==> config.mk <==
export PLATFORM = sky130hd
export DESIGN_NAME = instr_fetch_queue_flat
export DESIGN_NICKNAME = d
export VERILOG_FILES = /design/src/rtl/instr_fetch_queue_if.sv /design/src/rtl/instr_fetch_queue.sv /design/src/flat_wrapper.sv
export SDC_FILE = /design/constraint.sdc
export NUM_CORES = 1
export LEC_CHECK = 0
export ABC_AREA = 1
export CAP_MARGIN = 10
export CORE_ASPECT_RATIO = 1.2
export CORE_UTILIZATION = 40
export CTS_BUF_LIST = sky130_fd_sc_hd__clkbuf_2
export CTS_CLUSTER_DIAMETER = 50
export DETAILED_ROUTE_END_ITERATION = 10
export GPL_TIMING_DRIVEN = 0
export PLACE_DENSITY = 0.66
export RECOVER_POWER = 25
export SYNTH_ARGS = -nofsm -noshare
export SYNTH_HDL_FRONTEND = slang
export SYNTH_SLANG_ARGS = --single-unit
==> constraint.sdc <==
create_clock -name clk -period 4.5 [get_ports clk]
set_input_delay 0.45 -clock clk [delete_from_list [all_inputs] [get_ports clk]]
set_output_delay 0.45 -clock clk [all_outputs]
set_load 0.02 [all_outputs]
==> src/rtl/instr_fetch_queue_if.sv <==
// ============================================================================
// Module      : instr_fetch_queue_if
// Description : Redirect, instruction-memory and decode handshake bundle
//               for the fetch queue.
// Revision    : 1.0 - initial release
// ============================================================================
`default_nettype none

interface instr_fetch_queue_if;
  logic        redirect_valid;
  logic [31:0] redirect_pc;
  logic        imem_req_valid;
  logic        imem_req_ready;
  logic [31:0] imem_addr;
  logic        imem_rsp_valid;
  logic [31:0] imem_rsp_data;
  logic        out_valid;
  logic        out_ready;
  logic [31:0] out_instr;
  logic [31:0] out_pc;

  // Fetch unit side
  modport master (
    input  redirect_valid,
    input  redirect_pc,
    output imem_req_valid,
    input  imem_req_ready,
    output imem_addr,
    input  imem_rsp_valid,
    input  imem_rsp_data,
    output out_valid,
    input  out_ready,
    output out_instr,
    output out_pc
  );

  // Branch unit, instruction memory and decode side
  modport slave (
    output redirect_valid,
    output redirect_pc,
    input  imem_req_valid,
    output imem_req_ready,
    input  imem_addr,
    output imem_rsp_valid,
    output imem_rsp_data,
    input  out_valid,
    output out_ready,
    input  out_instr,
    input  out_pc
  );
endinterface

`default_nettype wire

==> src/rtl/instr_fetch_queue.sv <==
// ============================================================================
// Module      : instr_fetch_queue
// Description : Sequential instruction fetcher with credit-limited request
//               issue, in-order response FIFO and redirect flush.
// Revision    : 1.0 - initial release
// ============================================================================
`default_nettype none

module instr_fetch_queue #(
  parameter int          DEPTH    = 4,
  parameter logic [31:0] RESET_PC = 32'h0000_0000
) (
  input  wire logic          clk,
  input  wire logic          rst,
  instr_fetch_queue_if.master bus
);

  localparam int c_ptr_w = (DEPTH > 1) ? $clog2(DEPTH) : 1;
  localparam int c_cnt_w = $clog2(DEPTH + 1);
  localparam int c_sum_w = c_cnt_w + 1;

  logic [31:0]        r_fetch_pc;
  logic [31:0]        r_rsp_pc;
  logic [c_cnt_w-1:0] r_outstanding;
  logic [c_cnt_w-1:0] r_drop_cnt;
  logic [c_cnt_w-1:0] r_count;
  logic [c_ptr_w-1:0] r_wptr;
  logic [c_ptr_w-1:0] r_rptr;
  logic [31:0]        r_instr_mem [DEPTH];
  logic [31:0]        r_pc_mem    [DEPTH];

  logic               w_credit_ok;
  logic               w_req_valid;
  logic               w_req_fire;
  logic               w_rsp_take;
  logic               w_rsp_drop;
  logic               w_push;
  logic               w_pop;
  logic [c_cnt_w-1:0] w_outstanding_nxt;
  logic [31:0]        w_redirect_pc;
  logic               w_unused_pc_lsb;

  // Slots are reserved at request time, so a live response always finds room.
  assign w_credit_ok = ({1'b0, r_outstanding} + {1'b0, r_count}) < c_sum_w'(DEPTH);
  assign w_req_valid = !rst && !bus.redirect_valid && w_credit_ok;
  assign w_req_fire  = w_req_valid && bus.imem_req_ready;

  assign w_rsp_take  = bus.imem_rsp_valid && (r_outstanding != '0);
  assign w_rsp_drop  = w_rsp_take && (r_drop_cnt != '0);
  assign w_push      = w_rsp_take && !w_rsp_drop && !bus.redirect_valid;
  assign w_pop       = (r_count != '0) && bus.out_ready;

  assign w_outstanding_nxt = r_outstanding + c_cnt_w'(w_req_fire) - c_cnt_w'(w_rsp_take);

  assign w_redirect_pc   = {bus.redirect_pc[31:2], 2'b00};
  assign w_unused_pc_lsb = ^bus.redirect_pc[1:0];

  assign bus.imem_req_valid = w_req_valid;
  assign bus.imem_addr      = r_fetch_pc;
  assign bus.out_valid      = (r_count != '0);
  assign bus.out_instr      = r_instr_mem[r_rptr];
  assign bus.out_pc         = r_pc_mem[r_rptr];

  always_ff @(posedge clk) begin
    if (rst) begin
      r_fetch_pc    <= RESET_PC;
      r_rsp_pc      <= RESET_PC;
      r_outstanding <= '0;
      r_drop_cnt    <= '0;
      r_count       <= '0;
      r_wptr        <= '0;
      r_rptr        <= '0;
    end else begin
      r_outstanding <= w_outstanding_nxt;
      if (bus.redirect_valid) begin
        // Everything still in flight after this cycle belongs to the old stream.
        r_fetch_pc <= w_redirect_pc;
        r_rsp_pc   <= w_redirect_pc;
        r_drop_cnt <= w_outstanding_nxt;
        r_count    <= '0;
        r_wptr     <= '0;
        r_rptr     <= '0;
      end else begin
        if (w_req_fire) begin
          r_fetch_pc <= r_fetch_pc + 32'd4;
        end
        if (w_push) begin
          r_rsp_pc <= r_rsp_pc + 32'd4;
          r_wptr   <= r_wptr + c_ptr_w'(1);
        end
        if (w_rsp_drop) begin
          r_drop_cnt <= r_drop_cnt - c_cnt_w'(1);
        end
        if (w_pop) begin
          r_rptr <= r_rptr + c_ptr_w'(1);
        end
        r_count <= r_count + c_cnt_w'(w_push) - c_cnt_w'(w_pop);
      end
    end
  end

  always_ff @(posedge clk) begin
    if (w_push) begin
      r_instr_mem[r_wptr] <= bus.imem_rsp_data;
      r_pc_mem[r_wptr]    <= r_rsp_pc;
    end
  end

endmodule

`default_nettype wire

==> src/flat_wrapper.sv <==
// flat-port wrapper written by rule: the top's interface ports become plain ports
module instr_fetch_queue_flat 
#(
  parameter int          DEPTH    = 4,
  parameter logic [31:0] RESET_PC = 32'h0000_0000
)
  (clk, rst, bus_redirect_valid, bus_redirect_pc, bus_imem_req_valid, bus_imem_req_ready, bus_imem_addr, bus_imem_rsp_valid, bus_imem_rsp_data, bus_out_valid, bus_out_ready, bus_out_instr, bus_out_pc);
  instr_fetch_queue_if bus_i ();
  input  wire logic clk;
  input  wire logic rst;
  input wire logic [$bits(bus_i.redirect_valid)-1:0] bus_redirect_valid;
  input wire logic [$bits(bus_i.redirect_pc)-1:0] bus_redirect_pc;
  output wire logic [$bits(bus_i.imem_req_valid)-1:0] bus_imem_req_valid;
  input wire logic [$bits(bus_i.imem_req_ready)-1:0] bus_imem_req_ready;
  output wire logic [$bits(bus_i.imem_addr)-1:0] bus_imem_addr;
  input wire logic [$bits(bus_i.imem_rsp_valid)-1:0] bus_imem_rsp_valid;
  input wire logic [$bits(bus_i.imem_rsp_data)-1:0] bus_imem_rsp_data;
  output wire logic [$bits(bus_i.out_valid)-1:0] bus_out_valid;
  input wire logic [$bits(bus_i.out_ready)-1:0] bus_out_ready;
  output wire logic [$bits(bus_i.out_instr)-1:0] bus_out_instr;
  output wire logic [$bits(bus_i.out_pc)-1:0] bus_out_pc;
  assign bus_i.redirect_valid = bus_redirect_valid;
  assign bus_i.redirect_pc = bus_redirect_pc;
  assign bus_imem_req_valid = bus_i.imem_req_valid;
  assign bus_i.imem_req_ready = bus_imem_req_ready;
  assign bus_imem_addr = bus_i.imem_addr;
  assign bus_i.imem_rsp_valid = bus_imem_rsp_valid;
  assign bus_i.imem_rsp_data = bus_imem_rsp_data;
  assign bus_out_valid = bus_i.out_valid;
  assign bus_i.out_ready = bus_out_ready;
  assign bus_out_instr = bus_i.out_instr;
  assign bus_out_pc = bus_i.out_pc;
  instr_fetch_queue #(.DEPTH(DEPTH), .RESET_PC(RESET_PC)) u_core (.clk(clk), .rst(rst), .bus(bus_i));
endmodule
== Yosys cells after proc, flatten, opt, wreduce, memory -nomap -nowiden ==
Memory sizes are Yosys's and may differ from the RTL's. A register that Yosys moved wholly into a read port is not among the register bits.
Cells that the tools add are included.

* Memories kept: 2
* Bits in latches: 0
* Output and inout bits: 98
* ROM bits: 0
* Flip-flop bits (word level): 77
* Bits of input ports: 70
* Logic and storage cells: 52
* Memory bits (writable): 256

{| class="wikitable"
|+ Memory list
! memory !! words !! width !! read ports !! clocked after memory_dff !! wr ports !! line !! RTL
|-
| u_core.r_instr_mem || 4 || 32 || 1 || 1 || 1 || instr_fetch_queue.sv:29 || <nowiki>logic [31:0] r_instr_mem [DEPTH];</nowiki>
|-
| u_core.r_pc_mem || 4 || 32 || 1 || 1 || 1 || instr_fetch_queue.sv:30 || <nowiki>logic [31:0] r_pc_mem [DEPTH];</nowiki>
|}

* Multiplexer cells: 12
* Equal/unequal tests: 0
* Multiply operators: 0
* Magnitude comparators: 1
* Bitwise logic cells: 0
* Shift operators: 0
* Divide/modulo/power cells: 0
* Reduce and logical (&&, ||, !) cells: 18
* $add $sub $neg: 10

{| class="wikitable"
|+ Operators with widths
! operator !! count
|-
| $mux W32 || 4
|-
| $add A32 B3 Y32 const B || 2
|-
| $reduce_bool A3 Y1 || 3
|-
| $logic_and A1 B1 Y1 || 8
|-
| $mux W2 || 4
|-
| $add A3 B1 Y3 || 2
|-
| $mux W3 || 2
|-
| $reduce_bool A2 Y1 || 3
|-
| $sub A3 B1 Y3 || 2
|-
| $add A2 B1 Y2 const B || 2
|-
| $add A3 B3 Y4 || 1
|-
| $lt A4 B3 Y1 const B || 1
|-
| $logic_not A1 Y1 || 3
|-
| $sub A3 B1 Y3 const B || 1
|-
| $mux W1 || 2
|-
| $reduce_or A2 Y1 || 1
|}

== Depth between registers and ports, before layout ==
Gate-level depths: netlist of run 1.

* Depth after elaboration: 8
* Gate-level depth with buffers: 14
* Mapped depth without buffers: 14

== Worst setup path after synthesis of run 1 ==
OpenSTA, ideal clock, no wires.

* Path kind: register to register
* Start point: register u_core.r_drop_cnt[0]
* End point: memory u_core.r_instr_mem[0][0] (enable)
* Setup time: 0.482 ns
* Setup slack: 0.469 ns
* Period minus slack after synthesis: 4.031 ns
* Stages on the path, launching flop included: 7
* Arrival: 3.549 ns
* Cells stage by stage: dfxtp_1 inv_1 ha_1 nand4_1 nor2_1 inv_1 nor2_1

* Word-level cells in the longest chain between the ends: 7

{| class="wikitable"
|+ Ends and longest elaborated chain
! element !! line !! RTL
|-
| start, declared || instr_fetch_queue.sv:25 || <nowiki>logic [c_cnt_w-1:0] r_drop_cnt;</nowiki>
|-
| start signal, assigned || instr_fetch_queue.sv:79 || <nowiki>r_drop_cnt <= w_outstanding_nxt;</nowiki>
|-
| start signal, assigned || instr_fetch_queue.sv:92 || <nowiki>r_drop_cnt <= r_drop_cnt - c_cnt_w'(1);</nowiki>
|-
| $reduce_bool A3 Y1 || instr_fetch_queue.sv:49 || <nowiki>assign w_rsp_drop = w_rsp_take && (r_drop_cnt != '0);</nowiki>
|-
| $logic_and A1 B1 Y1 || instr_fetch_queue.sv:49 ||
|-
| $logic_not A1 Y1 || instr_fetch_queue.sv:50 || <nowiki>assign w_push = w_rsp_take && !w_rsp_drop && !bus.redirect_valid;</nowiki>
|-
| $logic_and A1 B1 Y1 (2 in series) || instr_fetch_queue.sv:50 ||
|-
| $mux W1 || instr_fetch_queue.sv:103 || <nowiki>if (w_push) begin</nowiki>
|-
| $mux W1 (implied by the code) || instr_fetch_queue.sv:104 || <nowiki>r_instr_mem[r_wptr] <= bus.imem_rsp_data;</nowiki>
|-
| end, declared || instr_fetch_queue.sv:29 ||
|}

Every way passes these cells.

==> run metrics, run 1 <==
CP arrival approximately 3.7 ns; root buffer cell clkbuf_2; Distinct cells, synth 39; top cells by area, synth edfxtp_1 52%, dfxtp_1 11%, nand2_1 6.9%, nor2_1 6.0%, o21ai_0 5.2%; Crit. End Element output pin; Worst Max-Slew Pin Slew ~0.89 ns; area leader, netlist edfxtp_1; CP Class flop to output pin; CORE AREA 0.03500 sq mm; post-synthesis sequential area ratio 0.6302; Sink Count 323; Die Y between 200 and 250 um; Post-synth ARST share 0; Max Slew Vio Count 0; Port Buffer Count 160; clock-pin slew on the worst setup and hold paths 0.12 ns; drt pass-1 iters 5; initial antenna violation count 1; CTS tree yes; YS warnings 0; Core Rows between 70 and 80; Final Hold Fails 0; Post-Syn Instances about 1,500; Clock Skew ~0.062 ns; H-tree levels 3; Non-Filler Instances between 2,000 and 2,500; I/O pin count roughly 170; top_reg_cell synth edfxtp_1; gr ovfl total 0; most frequent cells in the layout 260 x nand2_1, 248 x edfxtp_1, 224 x nor2_1, 148 x o21ai_0, 128 x clkdlybuf4s50_1; setup TNS 0 ns; Fmax achieved 239.2 MHz; largest net degree at the start of global routing 29; Post-synth EDFFs about 250; hold wc startpoint bus_redirect_pc[16]; fin crit share 0.9289; Startpoint Class flop; max_cap viols 0; P&R area growth vs syn 21.77%; Avg Inst Size Synth roughly 9.7 sq um; P per Cell Area approximately 370 mW/mm^2; DRC errors left 0; vias in the first global route approximately 11,000; drt wl/cell 17.03 um; routed wire length 38.16 mm; Num CTS Buffers 80; Design Area, Final 0.01729 sq mm; Post-Syn Area 0.01420 sq mm; #FFs+latches synth around 320; most common cell after layout, fill and taps aside nand2_1; CP max FO 10; Iter 0 DRT Violations ~790; Post-DP Area between 0.015 and 0.02 sq mm; RSZ-0062 raised after global routing no; Longest Clk Path Bufs 3; Worst EP required slightly above 4 ns; post-DP HPWL approximately 26 mm; antenna-violating nets left 0; Pleak ~6.2 nW; type of the most critical hold path input pin to flop; nets@finish roughly 1,800; Overall Global Routing Usage 0.2114; Max IR drop VDD between 0.1 and 0.15 mV; fraction of layout cells with a size suffix above 1 0.09229; filler cell count 3,290; Die X-Extent about 170 um; gp weighted congestion ~0.9; top cell type's share of synthesized area 0.5245; outcome finished clean; final setup fails 0; Die ar. between 0.03 and 0.04 sq mm; placed cell count ~2,100; vias about 11,000; first-pass GRT wire length 59.76 mm; vias per cell approximately 5.1; minimum clock period 4.180 ns; Setup Buffers After CTS 0; Initial Util 0.4056; RR Startpoint u_core.r_drop_cnt[0]; relative slew slack 0.4068; latest clock arrival within the worst-skew pair 0.89 ns; Util after Layout 0.4940
==> cell type report <==
type	count	area [sq um]	area share
flip-flops and latches	323	8949	0.5175
clock inverters	31	118.9	0.006875
well taps	462	578.1	0.03343
clock buffers	114	570.5	0.03300
plain buffers	70	310.3	0.01795
inverters	118	442.9	0.02562
repair buffers	169	1779	0.1029
multi-input cells	952	4539	0.2625
diodes	1	2.502	0.0001447
==> metrics by stage <==
step | total power, mW | hold slack [ns] | worst slack (ns)
floorplan | 4.115 | 0.4356 | 0.4686
global placement | 4.561 | 0.4528 | -2.366
detailed placement | 4.593 | 0.4605 | 1.107
CTS | 6.425 | 0.1066 | 0.09753
global route | 6.704 | 0.1415 | 0.1347
finish | 6.359 | 0.1798 | 0.3201
==> registers in the layout (all words and copies together), names as in the netlist, named ones only <==
name / cells
u_core.r_rptr: 2
u_core.r_pc_mem: 120
u_core.r_drop_cnt: 3
u_core.r_rsp_pc: 30
u_core.bus.imem_addr: 30
u_core.r_instr_mem: 128
u_core.r_count: 3
u_core.r_outstanding: 3
u_core.r_wptr: 2
==> final timing paths <==
path	slack, ns	cells past startpoint	to
min	0.18	3	u_core.bus.imem_addr[16]
max reg2reg	1.77	8	u_core.r_pc_mem[2][30]
max	0.32	7	bus_out_pc[13]
min reg2reg	0.48	2	u_core.r_rptr[1]
==> report_power, final <==
group	internal [mW]	switching, mW
combinational	0.403	0.627
clock	0.683	1.15
sequential	3.37	0.125
==> kinds of logic (layout without fill, tap and decap cells) <==
group,count (synthesis),count (layout),share of synthesized area
compound gates,313,313,0.1191
xor+xnor,11,11,0.006786
fa+ha+maj,16,16,0.01516
buf+inv,188,502,0.05296
flops,323,323,0.6302
other cells,1,5,0.0002641
simple gates,608,608,0.1755
==> timing repair <==
| item | CTS | global route |
|---|---|---|
| hold buffers | 1 | 0 |
| endpoints found under the hold margin | 11 | 0 |
| gates resized for setup | 0 | 2 |
| setup endpoints to repair | 0 | 1 |
==> Yosys cell counts (2+ instances only) <==
cell type	n
a31oi_1	5
o21bai_1	3
inv_1	115
nor2_1	228
a21oi_1	62
clkbuf_1	51
edfxtp_1	248
o22ai_1	67
xor2_1	9
buf_2	7
o21ai_1	20
o21ai_0	148
buf_6	2
a21oi_2	5
ha_1	14
nand4_1	7
fa_1	2
nand3b_1	3
nand2_1	260
nand3_1	95
xnor2_1	2
nor3_1	3
a21boi_0	2
buf_1	4
buf_4	6
inv_2	2
nor2_4	2
dfxtp_1	75
nor2_2	3
==> critical path: stages (launching register included) <==
cell and delay [ns]:
dfxtp_1 0.31, clkbuf_1 0.30, inv_1 0.34, buf_2 0.30, clkbuf_1 0.48, nor2_1 0.09
o22ai_1 0.36, clkdlybuf4s50_1 0.68
==> per-layer routing <==
metal | GRT usage | vias up | share of wire
met5 | 0 | - | 0
met4 | 0.07381 | 0 | 0.021
met3 | 0.03929 | 62 | 0.061
met2 | 0.3641 | 391 | 0.50
met1 | 0.2651 | 5398 | 0.42
li1 | - | 5585 | -
Power figures use the tool's default switching activity.
==> run 2, diff against run 1 <==
- CORE_MARGIN: not set -> 4
- GPL_ROUTABILITY_DRIVEN: not set -> 1
==> run 2 against run 1 <==
  * Clock skew grew 0.0064 ns
  * Critical endpoint unchanged
  * Worst setup slack worse by 0.097 ns
  * Clock power rose by 2%
  * Sequential cell count is the same
  * Non-clock buffer count is the same
  * Critical path type unchanged
  * Highest routed layer unchanged
  * Count of clock-buffer cells in the layout decreased by 1
  * Final area barely moved
  * Core utilization barely moved
  * Largest cell class unchanged
  * Sequential power barely moved
==> run metrics, run 2 (same netlist as run 1, synthesis figures left out) <==
outcome finished clean; Num CTS Buffers 78 (-2.5%); Sink Count 323 (unchanged); most common cell after layout, fill and taps aside nand2_1; cell mode on critical path clkbuf_1; WHS 0.1976 ns (+0.01785 ns); initial antenna violation count 2 (+1); CP arrival 3.83 ns (+0.10 ns); Startpoint Class flop; antenna-violating nets left 0 (unchanged); Max IR drop VDD 0.1422 mV (-4.7%); RSZ-0062 raised after global routing no; relative slew slack 0.5125 (+0.1057); drt wl/cell 17.16 um (+0.72%); routed wire length 38.43 mm (+0.72%); max_cap viols 0 (unchanged); setup TNS 0 ns (unchanged); H-tree levels 3 (unchanged); I/O pin count 168 (unchanged); Iter 0 DRT Violations 785 (unchanged); vias 11,450 (+0.087%); Fmax achieved 233.8 MHz (-2.3%); Sw Ratio 0.2953 (-0.004606); Non-Filler Instances 2,240 (unchanged); Multi-input gate area 0.004539 sq mm (unchanged); Overall Global Routing Usage 0.1950 (-0.01646); Port Buffer Count 160 (unchanged); largest net degree at the start of global routing 29 (unchanged); Die ar. 0.03859 sq mm (+6.4%); Pleak 6.250 nW (about the same); CP max FO 10 (unchanged); filler cell count 3,259 (-0.94%); vias in the first global route 11,400 (+0.62%); minimum clock period 4.277 ns (+0.09725 ns); drt pass-1 iters 5 (unchanged); slowest cell delay on critical path 0.68 ns (about the same); final setup fails 0 (unchanged); Final Hold Fails 0 (unchanged); clock network fraction of total power 0.293 (+0.004); DRC errors left 0 (unchanged); CP Cell Sequence clkbuf_1 -> clkbuf_1 -> clkbuf_1 -> nor2_1 -> o22ai_1 -> clkdlybuf4s50_1; latest clock arrival within the worst-skew pair 0.88 ns (about the same); P_sw 1.888 mW (-1.0%); Worst Max-Slew Pin Slew 0.7313 ns (-0.1564 ns); Pint 4.504 mW (+1.2%); type of the most critical hold path input pin to flop; Post-DP Area 0.01658 sq mm (about the same); register area 0.008949 sq mm (unchanged); placed cell count 2,093 (unchanged); Die X-Extent 180.0 um (+3.4%); Crit. End Element output pin; Longest Clk Path Bufs 3 (unchanged); met2 global-route usage 0.3293 (-0.03483); CTS tree yes; fraction of layout cells with a size suffix above 1 0.09296 (+0.0006674); Initial Util 0.4056 (unchanged); P&R area growth vs syn 21.88% (about the same); gp weighted congestion 0.9060 (+0.60%); busiest grt layer met2; Reg power frac 0.546 (-0.003); setup ws final 0.2228 ns (-0.09725 ns); Worst EP required 4.05 ns (about the same); dpl ws 1.072 ns (-0.03481 ns); Biggest register u_core.r_instr_mem; Die Y 214.4 um (+2.9%); first-pass GRT wire length 60.28 mm (+0.87%); P per Cell Area 369.3 mW/mm^2 (+0.43%); root buffer cell clkbuf_2; CORE AREA 0.03500 sq mm (unchanged); most frequent cells in the layout 260 x nand2_1, 248 x edfxtp_1, 224 x nor2_1, 148 x o21ai_0, 128 x clkdlybuf4s50_1; M1 GR Usage 0.2458 (-0.01934); Slowest-stage cell, CP clkdlybuf4s50_1; CP Class flop to output pin; Gate power share 0.161 (about the same); clock-pin slew on the worst setup and hold paths 0.11 ns (about the same); Max Slew Vio Count 0 (unchanged); nets@finish 1,798 (-0.11%); Design Area, Final 0.01731 sq mm (about the same); GRT met3 Usage 0.04072 (+0.001428); post-DP HPWL 26.32 mm (+1.5%); gr ovfl total 0 (unchanged); Core Rows 75 (unchanged); max reg flops 128 (unchanged); Top Registers u_core.r_instr_mem: 128 flops, u_core.r_pc_mem: 120 flops; fin crit share 0.9505 (+0.02161); Util after Layout 0.4944 (about the same); overall power 6.391 mW (+0.52%); vias per cell 5.110 (about the same); Clock Skew 0.06876 ns (+0.006440 ns)
## run 2: area by class of cell
| type | count | share of cell area |
|---|---|---|
| tap | 462 | 0.03340 |
| inverter | 118 | 0.02559 |
| clock inverter | 30 | 0.008242 |
| buffer | 70 | 0.01786 |
| sequential | 323 | 0.5171 |
| clock buffer | 113 | 0.03268 |
| multi-input combinational | 952 | 0.2623 |
| antenna | 3 | 0.0004338 |
| timing repair buffer | 169 | 0.1024 |
## run 2: routing by layer
layer	vias up	part of all wire
li1	5580	-
met1	5381	0.42
met2	410	0.49
met3	75	0.062
met4	0	0.028
met5	-	0
## run 2: worst paths after layout
kind                        startpoint                  endpoint  slack [ns]  cells past startpoint
hold reg to reg       u_core.r_rptr[1]          u_core.r_rptr[1]        0.48                      2
hold / removal     bus_redirect_pc[18]  u_core.bus.imem_addr[18]        0.20                      3
setup reg to reg  u_core.r_drop_cnt[0]  u_core.r_instr_mem[3][9]        1.82                      8
setup / recovery                  flop            bus_out_pc[13]        0.22                      6
## run 2: critical path, delay by kind of cell, from the launching register on
kind            cells  cell delay, ns
compound gates      1            0.32
simple gates        1            0.11
flops               1            0.34
buf+inv             4            2.17
## run 2: what timing repair did
action                    CTS  global route
resized for setup           0             0
hold buffers                1             0
hold endpoints to repair   11             0
setup buffers               0             0
## run 2: power by group through the flow
stage	Sequential [mW]	Clock [mW]	Combinational, mW
after CTS	3.49	1.93	1.04
final	3.49	1.88	1.03
after detailed placement	3.56	0	1.04
after floorplan	3.55	0	0.567
after global placement	3.57	0	0.996
after global routing	3.51	2.11	1.13
